File: config.mk
export PLATFORM = sky130hd
export DESIGN_NAME = logic16_arbiter_flat
export DESIGN_NICKNAME = d
export VERILOG_FILES = /design/src/rtl/logic16_arbiter_pkg.sv /design/src/rtl/logic16_arbiter_if.sv /design/src/rtl/logic16_arbiter_rr_pick.sv /design/src/rtl/logic16_arbiter.sv /design/src/flat_wrapper.sv
export SDC_FILE = /design/constraint.sdc
export NUM_CORES = 1
export LEC_CHECK = 0
export ABC_AREA = 1
export BUFFER_PORTS_ARGS = -buffer_cell sky130_fd_sc_hd__buf_4
export CORE_AREA = 2 2 83 85
export CTS_CLUSTER_DIAMETER = 30
export DETAILED_ROUTE_END_ITERATION = 16
export DIE_AREA = 0 0 85 87
export PLACE_DENSITY = 0.82
export SKIP_CTS_REPAIR_TIMING = 1
export SYNTH_ARGS = -nofsm -noshare
export SYNTH_HDL_FRONTEND = slang
export SYNTH_SLANG_ARGS = --single-unit
export TNS_END_PERCENT = 5
File: constraint.sdc
create_clock -name clk -period 10.3 [get_ports clk]
set_clock_uncertainty 0.1 [all_clocks]
set_input_delay 2.575 -clock clk [delete_from_list [all_inputs] [get_ports clk]]
set_output_delay 2.575 -clock clk [all_outputs]
set_load 0.005 [all_outputs]
File: src/rtl/logic16_arbiter_pkg.sv
// Shared definitions for the logic16 arbiter slice.
//   - opcode encodings understood by the shared 16-bit logic unit
//   - response slot state type
package logic16_arbiter_pkg;

    localparam int unsigned OP_W = 2;

    localparam logic [OP_W-1:0] OP_NOT = 2'b00;  // ~a, b ignored
    localparam logic [OP_W-1:0] OP_AND = 2'b01;  // a & b
    localparam logic [OP_W-1:0] OP_OR  = 2'b10;  // a | b
    localparam logic [OP_W-1:0] OP_XOR = 2'b11;  // a ^ b

    typedef enum logic {
        StEmpty,
        StFull
    } state_e;

endpackage

File: src/rtl/logic16_arbiter_if.sv
// Bus bundle between the requesters, the arbiter, the shared logic unit and the
// response consumer.
//   req_valid/req_ready   per-requester handshake (N_REQ bits each)
//   req_op/req_a/req_b    flattened per-requester payload
//   lu_op/lu_a/lu_b       operands driven to the shared logic unit
//   lu_out                combinational result from the shared logic unit
//   rsp_*                 single-entry response slot with valid/ready
// Modports: master = requesters/consumer/logic-unit side, slave = arbiter.
interface logic16_arbiter_if #(
    parameter int unsigned N_REQ = 4,
    parameter int unsigned W     = 16,
    parameter int unsigned ID_W  = 2
);
    import logic16_arbiter_pkg::*;

    logic [N_REQ-1:0]      req_valid;
    logic [N_REQ-1:0]      req_ready;
    logic [OP_W*N_REQ-1:0] req_op;
    logic [W*N_REQ-1:0]    req_a;
    logic [W*N_REQ-1:0]    req_b;

    logic [OP_W-1:0]       lu_op;
    logic [W-1:0]          lu_a;
    logic [W-1:0]          lu_b;
    logic [W-1:0]          lu_out;

    logic                  rsp_valid;
    logic                  rsp_ready;
    logic [ID_W-1:0]       rsp_id;
    logic [W-1:0]          rsp_data;

    modport master (
        output req_valid, req_op, req_a, req_b, lu_out, rsp_ready,
        input  req_ready, lu_op, lu_a, lu_b, rsp_valid, rsp_id, rsp_data
    );

    modport slave (
        input  req_valid, req_op, req_a, req_b, lu_out, rsp_ready,
        output req_ready, lu_op, lu_a, lu_b, rsp_valid, rsp_id, rsp_data
    );

endinterface

File: src/rtl/logic16_arbiter_rr_pick.sv
// Combinational round-robin picker.
//   req  in   request vector
//   ptr  in   index of the highest-priority requester this cycle
//   gnt  out  one-hot grant, zero when req is zero
//   idx  out  binary index of the winner; equals ptr when nothing is granted
module logic16_arbiter_rr_pick #(
    parameter int unsigned N_REQ = 4,
    parameter int unsigned ID_W  = 2
) (
    input  logic [N_REQ-1:0] req,
    input  logic [ID_W-1:0]  ptr,
    output logic [N_REQ-1:0] gnt,
    output logic [ID_W-1:0]  idx
);

    logic        found;
    int unsigned j;

    // Walk from ptr upward with wraparound; the first requester seen wins.
    always_comb begin
        gnt   = '0;
        idx   = ptr;
        found = 1'b0;
        j     = 0;
        for (int unsigned k = 0; k < N_REQ; k++) begin
            j = (32'(ptr) + k) % N_REQ;
            if (!found && req[j]) begin
                found  = 1'b1;
                gnt[j] = 1'b1;
                idx    = ID_W'(j);
            end
        end
    end

endmodule

File: src/rtl/logic16_arbiter.sv
// Round-robin arbiter/sequencer sharing one external 16-bit logic unit among
// N_REQ requesters. One operation is accepted per cycle; its result is
// registered into a single-entry response slot tagged with the requester id.
//   clk    in   system clock, rising edge
//   rst_n  in   asynchronous active-low reset
//   bus    slave modport of logic16_arbiter_if (requests, logic unit, response)
module logic16_arbiter
    import logic16_arbiter_pkg::*;
#(
    parameter int unsigned N_REQ = 4,
    parameter int unsigned W     = 16,
    parameter int unsigned ID_W  = 2
) (
    input  logic               clk,
    input  logic               rst_n,
    logic16_arbiter_if.slave   bus
);

    state_e          state_q, state_d;
    logic [ID_W-1:0] ptr_q, ptr_d;
    logic [W-1:0]    data_q, data_d;
    logic [ID_W-1:0] id_q, id_d;
    // Low from reset until the first clock edge so no grant can appear between
    // reset release and that edge.
    logic            run_q;

    logic [N_REQ-1:0] gnt;
    logic [ID_W-1:0]  idx;
    logic             can_accept;
    logic             handshake;

    logic16_arbiter_rr_pick #(
        .N_REQ (N_REQ),
        .ID_W  (ID_W)
    ) u_rr_pick (
        .req (bus.req_valid),
        .ptr (ptr_q),
        .gnt (gnt),
        .idx (idx)
    );

    // Slot can take a new result when empty, or when it drains this same edge.
    assign can_accept = run_q && ((state_q == StEmpty) || bus.rsp_ready);
    assign handshake  = can_accept && (|gnt);

    assign bus.req_ready = can_accept ? gnt : '0;
    assign bus.rsp_valid = (state_q == StFull);
    assign bus.rsp_id    = id_q;
    assign bus.rsp_data  = data_q;

    // Operand mux; idx falls back to the pointer so the unit never sees X.
    always_comb begin
        bus.lu_op = bus.req_op[OP_W-1:0];
        bus.lu_a  = bus.req_a[W-1:0];
        bus.lu_b  = bus.req_b[W-1:0];
        for (int unsigned i = 0; i < N_REQ; i++) begin
            if (idx == ID_W'(i)) begin
                bus.lu_op = bus.req_op[OP_W*i +: OP_W];
                bus.lu_a  = bus.req_a[W*i +: W];
                bus.lu_b  = bus.req_b[W*i +: W];
            end
        end
    end

    always_comb begin
        state_d = state_q;
        ptr_d   = ptr_q;
        data_d  = data_q;
        id_d    = id_q;
        if (handshake) begin
            state_d = StFull;
            data_d  = bus.lu_out;
            id_d    = idx;
            ptr_d   = (32'(idx) == N_REQ - 1) ? '0 : idx + 1'b1;
        end else if ((state_q == StFull) && bus.rsp_ready) begin
            state_d = StEmpty;
        end
    end

    always_ff @(posedge clk or negedge rst_n) begin
        if (!rst_n) begin
            state_q <= StEmpty;
            ptr_q   <= '0;
            data_q  <= '0;
            id_q    <= '0;
            run_q   <= 1'b0;
        end else begin
            state_q <= state_d;
            ptr_q   <= ptr_d;
            data_q  <= data_d;
            id_q    <= id_d;
            run_q   <= 1'b1;
        end
    end

endmodule
File: src/flat_wrapper.sv
// flat-port wrapper written by rule: the top's interface ports become plain ports
module logic16_arbiter_flat import logic16_arbiter_pkg::*;
#(
    parameter int unsigned N_REQ = 4,
    parameter int unsigned W     = 16,
    parameter int unsigned ID_W  = 2
)
  (clk, rst_n, bus_req_valid, bus_req_op, bus_req_a, bus_req_b, bus_lu_out, bus_rsp_ready, bus_req_ready, bus_lu_op, bus_lu_a, bus_lu_b, bus_rsp_valid, bus_rsp_id, bus_rsp_data);
  logic16_arbiter_if #(.N_REQ(N_REQ), .W(W), .ID_W(ID_W)) bus_i ();
  input  logic clk;
  input  logic rst_n;
  input wire logic [$bits(bus_i.req_valid)-1:0] bus_req_valid;
  input wire logic [$bits(bus_i.req_op)-1:0] bus_req_op;
  input wire logic [$bits(bus_i.req_a)-1:0] bus_req_a;
  input wire logic [$bits(bus_i.req_b)-1:0] bus_req_b;
  input wire logic [$bits(bus_i.lu_out)-1:0] bus_lu_out;
  input wire logic [$bits(bus_i.rsp_ready)-1:0] bus_rsp_ready;
  output wire logic [$bits(bus_i.req_ready)-1:0] bus_req_ready;
  output wire logic [$bits(bus_i.lu_op)-1:0] bus_lu_op;
  output wire logic [$bits(bus_i.lu_a)-1:0] bus_lu_a;
  output wire logic [$bits(bus_i.lu_b)-1:0] bus_lu_b;
  output wire logic [$bits(bus_i.rsp_valid)-1:0] bus_rsp_valid;
  output wire logic [$bits(bus_i.rsp_id)-1:0] bus_rsp_id;
  output wire logic [$bits(bus_i.rsp_data)-1:0] bus_rsp_data;
  assign bus_i.req_valid = bus_req_valid;
  assign bus_i.req_op = bus_req_op;
  assign bus_i.req_a = bus_req_a;
  assign bus_i.req_b = bus_req_b;
  assign bus_i.lu_out = bus_lu_out;
  assign bus_i.rsp_ready = bus_rsp_ready;
  assign bus_req_ready = bus_i.req_ready;
  assign bus_lu_op = bus_i.lu_op;
  assign bus_lu_a = bus_i.lu_a;
  assign bus_lu_b = bus_i.lu_b;
  assign bus_rsp_valid = bus_i.rsp_valid;
  assign bus_rsp_id = bus_i.rsp_id;
  assign bus_rsp_data = bus_i.rsp_data;
  logic16_arbiter #(.N_REQ(N_REQ), .W(W), .ID_W(ID_W)) u_core (.clk(clk), .rst_n(rst_n), .bus(bus_i));
endmodule
# --- Word level (Yosys, flattened, before mapping) ---
# Cells that the tools add are included.
classes:
  addsub: 4
  mul: 0
  div_mod_pow: 0
  magnitude_cmp: 8
  eq_ne: 3
  shifts: 0
  muxes: 39
  bitwise: 4
  reduce_logical: 16
op_table:
  columns: ["operator", "count"]
  rows:
  - ["16-bit 2-to-1 mux", 6]
  - ["4-bit 2-to-1 mux", 5]
  - ["2-bit 2-to-1 mux", 7]
  - ["1-bit 2-to-1 mux", 13]
  - ["2-bit by 3-bit less-than comparator with 1-bit output, second input constant", 4]
  - ["4-bit OR", 3]
  - ["1-bit logical AND", 10]
  - ["1-bit binary-select mux with 2-bit select", 4]
  - ["1-bit demux with 2-bit select", 4]
  - ["2-bit by 1-bit greater-or-equal comparator with 1-bit output, second input constant", 4]
  - ["2-bit by 1-bit adder with 2-bit output, second input constant", 2]
  - ["2-bit adder, second input constant", 2]
  - ["2-bit equality test, second input constant", 2]
  - ["4-bit OR reduction", 1]
  - ["1-bit zero test", 3]
  - ["2-bit by 1-bit equality test with 1-bit output, second input constant", 1]
  - ["2-bit nonzero test", 1]
  - ["1-bit logical OR", 1]
  - ["1-bit inverter", 1]
word_totals:
  register_bits: 22
  latchBits: 0
  mem_bits_rw: 0
  rom_bits: 0
  out_inout_bits: 57
  wordCells: 79
  memories: 0

# --- Logic depth before layout (Yosys ltp) ---
depth:
  ltp_word: 16
  depth_mapped: 18

# --- By module ---
# Synthesis repeated with hierarchy kept, for this count alone.
hier_totals:
  cells_unflattened: 499
  area_unflattened_um2: 2745.1
by_module_without_submodules:
  columns: ["mod", "instances", "cells_each", "area_per_inst_um2", "seq_area_each_um2"]
  rows:
  - ["logic16_arbiter", 1, 410, 2207.1, 550.5]
  - ["logic16_arbiter_rr_pick", 1, 89, 538.0, 0.0]

# --- Worst setup path before layout ---
# Ideal clock, no wire load.
synth_path:
  path_type: "input port to output port"
  from: "input bus_req_valid[3]"
  to: "output bus_lu_a[0]"
  t_arrival_ps: 4663
  path_slack_ps: 2962
  stages: 15
  path_cell_list: "nand2_1 -> nand3_2 -> nand2_4 -> nand2_2 -> nor2_4 -> nand2_1 -> nand2_1 -> xor2_2 -> inv_2 -> ha_1 -> clkbuf_1 -> buf_2 -> mux2i_1 -> or2_2 -> a21oi_1"
synth_between:
  elab_chain_cells: 16
  elab_cells_between_ends: 26
  classes_between: "3 x eq/ne; 17 x mux; 6 x reduce/logical"
synth_rtl:
  columns: ["element", "line", "source"]
  rows:
  - ["start: declaration", "flat_wrapper.sv:12", "input wire logic [$bits(bus_i.req_valid)-1:0] bus_req_valid;"]
  - ["1-bit binary-select mux with 2-bit select", "logic16_arbiter_rr_pick.sv:27", "if (!found && req[j]) begin"]
  - ["1-bit 2-to-1 mux (implied by the code)", "logic16_arbiter_rr_pick.sv:27", null]
  - ["1-bit 2-to-1 mux", "logic16_arbiter_rr_pick.sv:27", null]
  - ["1-bit zero test", "logic16_arbiter_rr_pick.sv:27", null]
  - ["1-bit logical AND", "logic16_arbiter_rr_pick.sv:27", null]
  - ["1-bit 2-to-1 mux", "logic16_arbiter_rr_pick.sv:27", null]
  - ["1-bit zero test", "logic16_arbiter_rr_pick.sv:27", null]
  - ["1-bit logical AND", "logic16_arbiter_rr_pick.sv:27", null]
  - ["1-bit 2-to-1 mux", "logic16_arbiter_rr_pick.sv:27", null]
  - ["1-bit zero test", "logic16_arbiter_rr_pick.sv:27", null]
  - ["1-bit logical AND", "logic16_arbiter_rr_pick.sv:27", null]
  - ["2-bit 2-to-1 mux (*)", "logic16_arbiter_rr_pick.sv:27", null]
  - ["net u_core.idx[0]", "logic16_arbiter.sv:28", "logic [ID_W-1:0] idx;"]
  - ["2-bit by 1-bit equality test with 1-bit output", "logic16_arbiter.sv:57", "if (idx == ID_W'(i)) begin"]
  - ["16-bit 2-to-1 mux (2 in a row)", "logic16_arbiter.sv:57", null]
  - ["16-bit 2-to-1 mux (*)", "logic16_arbiter.sv:57", null]
  - ["end: declaration", "flat_wrapper.sv:20", "output wire logic [$bits(bus_i.lu_a)-1:0] bus_lu_a;"]
# Mark *: on every way through the listed nets, which the timed path passes. The rest lies on a longest branch. The select of a mux whose other input is x is not followed.

# --- Worst setup path after layout ---
layout_path:
  from: "input bus_req_valid[3]"
  to: "output bus_lu_b[2]"
layout_between:
  elab_chain_cells: 16
  elab_cells_between_ends: 26
  classes_between: "3 x eq/ne; 17 x mux; 6 x reduce/logical"
layout_rtl:
  columns: ["element", "line", "source"]
  rows:
  - ["1-bit binary-select mux with 2-bit select", "logic16_arbiter_rr_pick.sv:27", null]
  - ["1-bit 2-to-1 mux (implied by the code)", "logic16_arbiter_rr_pick.sv:27", null]
  - ["1-bit 2-to-1 mux", "logic16_arbiter_rr_pick.sv:27", null]
  - ["1-bit zero test", "logic16_arbiter_rr_pick.sv:27", null]
  - ["1-bit logical AND", "logic16_arbiter_rr_pick.sv:27", null]
  - ["1-bit 2-to-1 mux", "logic16_arbiter_rr_pick.sv:27", null]
  - ["1-bit zero test", "logic16_arbiter_rr_pick.sv:27", null]
  - ["1-bit logical AND", "logic16_arbiter_rr_pick.sv:27", null]
  - ["1-bit 2-to-1 mux", "logic16_arbiter_rr_pick.sv:27", null]
  - ["1-bit zero test", "logic16_arbiter_rr_pick.sv:27", null]
  - ["1-bit logical AND", "logic16_arbiter_rr_pick.sv:27", null]
  - ["2-bit 2-to-1 mux (*)", "logic16_arbiter_rr_pick.sv:27", null]
  - ["net u_core.idx[1]", "logic16_arbiter.sv:28", null]
  - ["2-bit by 1-bit equality test with 1-bit output", "logic16_arbiter.sv:57", null]
  - ["16-bit 2-to-1 mux (2 in a row)", "logic16_arbiter.sv:57", null]
  - ["16-bit 2-to-1 mux (*)", "logic16_arbiter.sv:57", null]
  - ["end: declaration", "flat_wrapper.sv:21", "output wire logic [$bits(bus_i.lu_b)-1:0] bus_lu_b;"]
# Marked as above.

==> out/metrics.cfg <==
[synthesis]
ys.warnings.count=0
ys_seq_elements=22
synthCells=382
synth_nets=550
synth-seq-area-share_pct=21.8
syn_avg_cell_area_um2=6.62
yosysUniqueCellTypes=26
syn_area_um2=2530

[setup_path]
cp-start-kind=input pin
setup.worst_path.end_class=output port
cp_max_fo=35
crit_type=in -> out
worstPathArrival_ps=5430
cp.required_ps=7630

[place]
hpwl_mm=7.17
numPortBuffers=215
pre_cts_ws_ps=2190
placedCellCount=654
gp_congestion=0.939

[pwr]
pwr-share-clk_pct=2.3
p_sw_w=0.00105
power_density_nw_per_um2=522
seqPwrFrac_pct=7.4
leakage_nw=2.25
max-vdd-ir-drop_v=0.000327
pwr-share-comb_pct=90.3
internal_power_w=0.00113
swShare_pct=48.2

[detailed_routing]
num_vias=3277
drc=0
routed_wl_mm=9.10
first_pass_iters=6
drtIter0Drc=105
wl_per_cell_um=13.9
ant_nets=0
viasPerCell=4.99

[worst_hold_path]
hp-class=reg -> reg

[sta]
fmax_mhz=123
grt_setup_unrepaired=no
slew_headroom_pct=29.7
hold_violations=0
fin_crit_sh_pct=78.7
setup_violations=0
worst_slew_pin_slew_ps=1050
fin_setup_tns_ps=0
fin_crit_ps=8110
drv_slew=0
setup_ws_ps=2190
holdWs_ps=375

[floorplanning]
rows=30
dieArea_um2=7400
num_io_pins=216
die_y_um=87
core-area_um2=6570
die_w_um=85
initial_core_util_pct=38.5

[grt]
grt_pass1_wl_mm=13.4
grt_max_degree=69
grt_overflow_total=0
grtUsageTotal_pct=21.7
antenna_found_initial=0
first_global_vias=2995

[cells_and_area]
area_delta_synth_final_pct=65.1
final_cell_mix=217 x buf_4, 75 x nand2_1, 68 x a21oi_1
antenna_cells=0
fin_nets=747
fillerInstances=601
final_common_cell=buf_4
instances_no_fill=657
drive_gt1_share_pct=46.3

[cts]
cts_tree=built
clk_latency_ps=250
cts.htree.levels=1
cts.clk_slew.worst_paths_ps=70
ctsLongestPathBuffers=2
numCtsBuffers=3
numClockSinks=22
cts_root_buf=clkbuf_8

[status]
outcome=complete, no violations

[job]
max_cap_viol_count=0

[state kept, by name, indices dropped and copies added, names as in the netlist]
register / count
u_core.bus.rsp_valid: 1
u_core.bus.rsp_data: 16
u_core.ptr_q: 2
u_core.bus.rsp_id: 2
u_core.run_q: 1
[metrics by stage]
stage               instance area (µm²)  total power, W  utilization (%)
finish                             4180         0.00218             63.6
global route                       4180         0.00239             63.6
CTS                                4180         0.00219             63.6
detailed placement                 4140         0.00213             63.0
global placement                   4140         0.00210             63.0
floorplan                          2530         0.00138                -
[cells by family after synthesis]
group | Yosys count | synth area share, %
other | 1 | 0.148
AOI/OAI and AO/OA | 76 | 15.8
DFF | 22 | 21.8
and+or+nand+nor | 199 | 36.4
buffers and inverters | 40 | 7.37
adders and majority gates | 9 | 4.45
muxes | 34 | 13.5
xor gates and xnor gates | 1 | 0.643
[power groups by stage]
stage                     logic (W)  clock network, W  registers, W
after floorplan             0.00122                 0      0.000158
after global placement      0.00194                 0      0.000161
after detailed placement    0.00197                 0      0.000162
after CTS                   0.00198         0.0000519      0.000160
after global routing        0.00217         0.0000559      0.000165
final                       0.00197         0.0000505      0.000161
[worst max-delay path: stages]
cell      delay, ps
buf_4           120
nand2_1         100
nand3_2         160
nand2_4         160
nand2_2          90
nor2_4          140
a21oi_1          90
a21oi_1         320
ha_1            240
clkinv_1        770
o211ai_1        390
o21a_1          160
buf_4           100
[final timing paths]
kind                                               startpoint                                  end  slack (ps)  depth (start not counted)
setup / recovery                             bus_req_valid[3]                          bus_lu_b[2]        2190                         13
hold / removal             u_core.bus.rsp_data[4]$_DFFE_PN0P_   u_core.bus.rsp_data[4]$_DFFE_PN0P_         380                          2
setup reg to reg                  u_core.ptr_q[0]$_DFFE_PN0P_  u_core.bus.rsp_data[14]$_DFFE_PN0P_        7280                         14
hold reg to reg            u_core.bus.rsp_data[4]$_DFFE_PN0P_   u_core.bus.rsp_data[4]$_DFFE_PN0P_         380                          2
max in group asynchronous                               rst_n   u_core.bus.rsp_data[9]$_DFFE_PN0P_        7790                          1
min in group asynchronous                               rst_n  u_core.bus.rsp_data[10]$_DFFE_PN0P_        2090                          1
[synthesized netlist by cell type (all sizes together)]
master   n  area [µm²]
nand2   80         318
a21oi   68         340
nor2    46         180
nand3   40         215
mux2i   34         340
or2     33         206
dfrtp   22         551
clkbuf  17        63.8
inv     14        55.1
ha       9         113
buf      8        63.8
a21boi   5        37.5
o211ai   2        15.0
clkinv   1        3.75
conb     1        3.75
o21a     1        7.51
xor2     1        16.3
[layout make-up]
cell class | count | area, µm² | area share [%]
multi-input cells | 320 | 1800 | 43.0
repair buffers | 217 | 1630 | 39.0
flip-flops and latches | 22 | 551 | 13.2
well taps | 80 | 100 | 2.40
inverters | 15 | 58.8 | 1.41
clock buffers | 3 | 41.3 | 0.988
[layer usage]
metal,track usage (%),vias to the layer above,share of wire (%)
met2,38.2,147,51
met5,0,-,0
met1,27.1,1461,40
li1,-,1657,-
met3,4.93,12,7.8
met4,5.05,0,1.5
(Power assumes the default switching activity.)
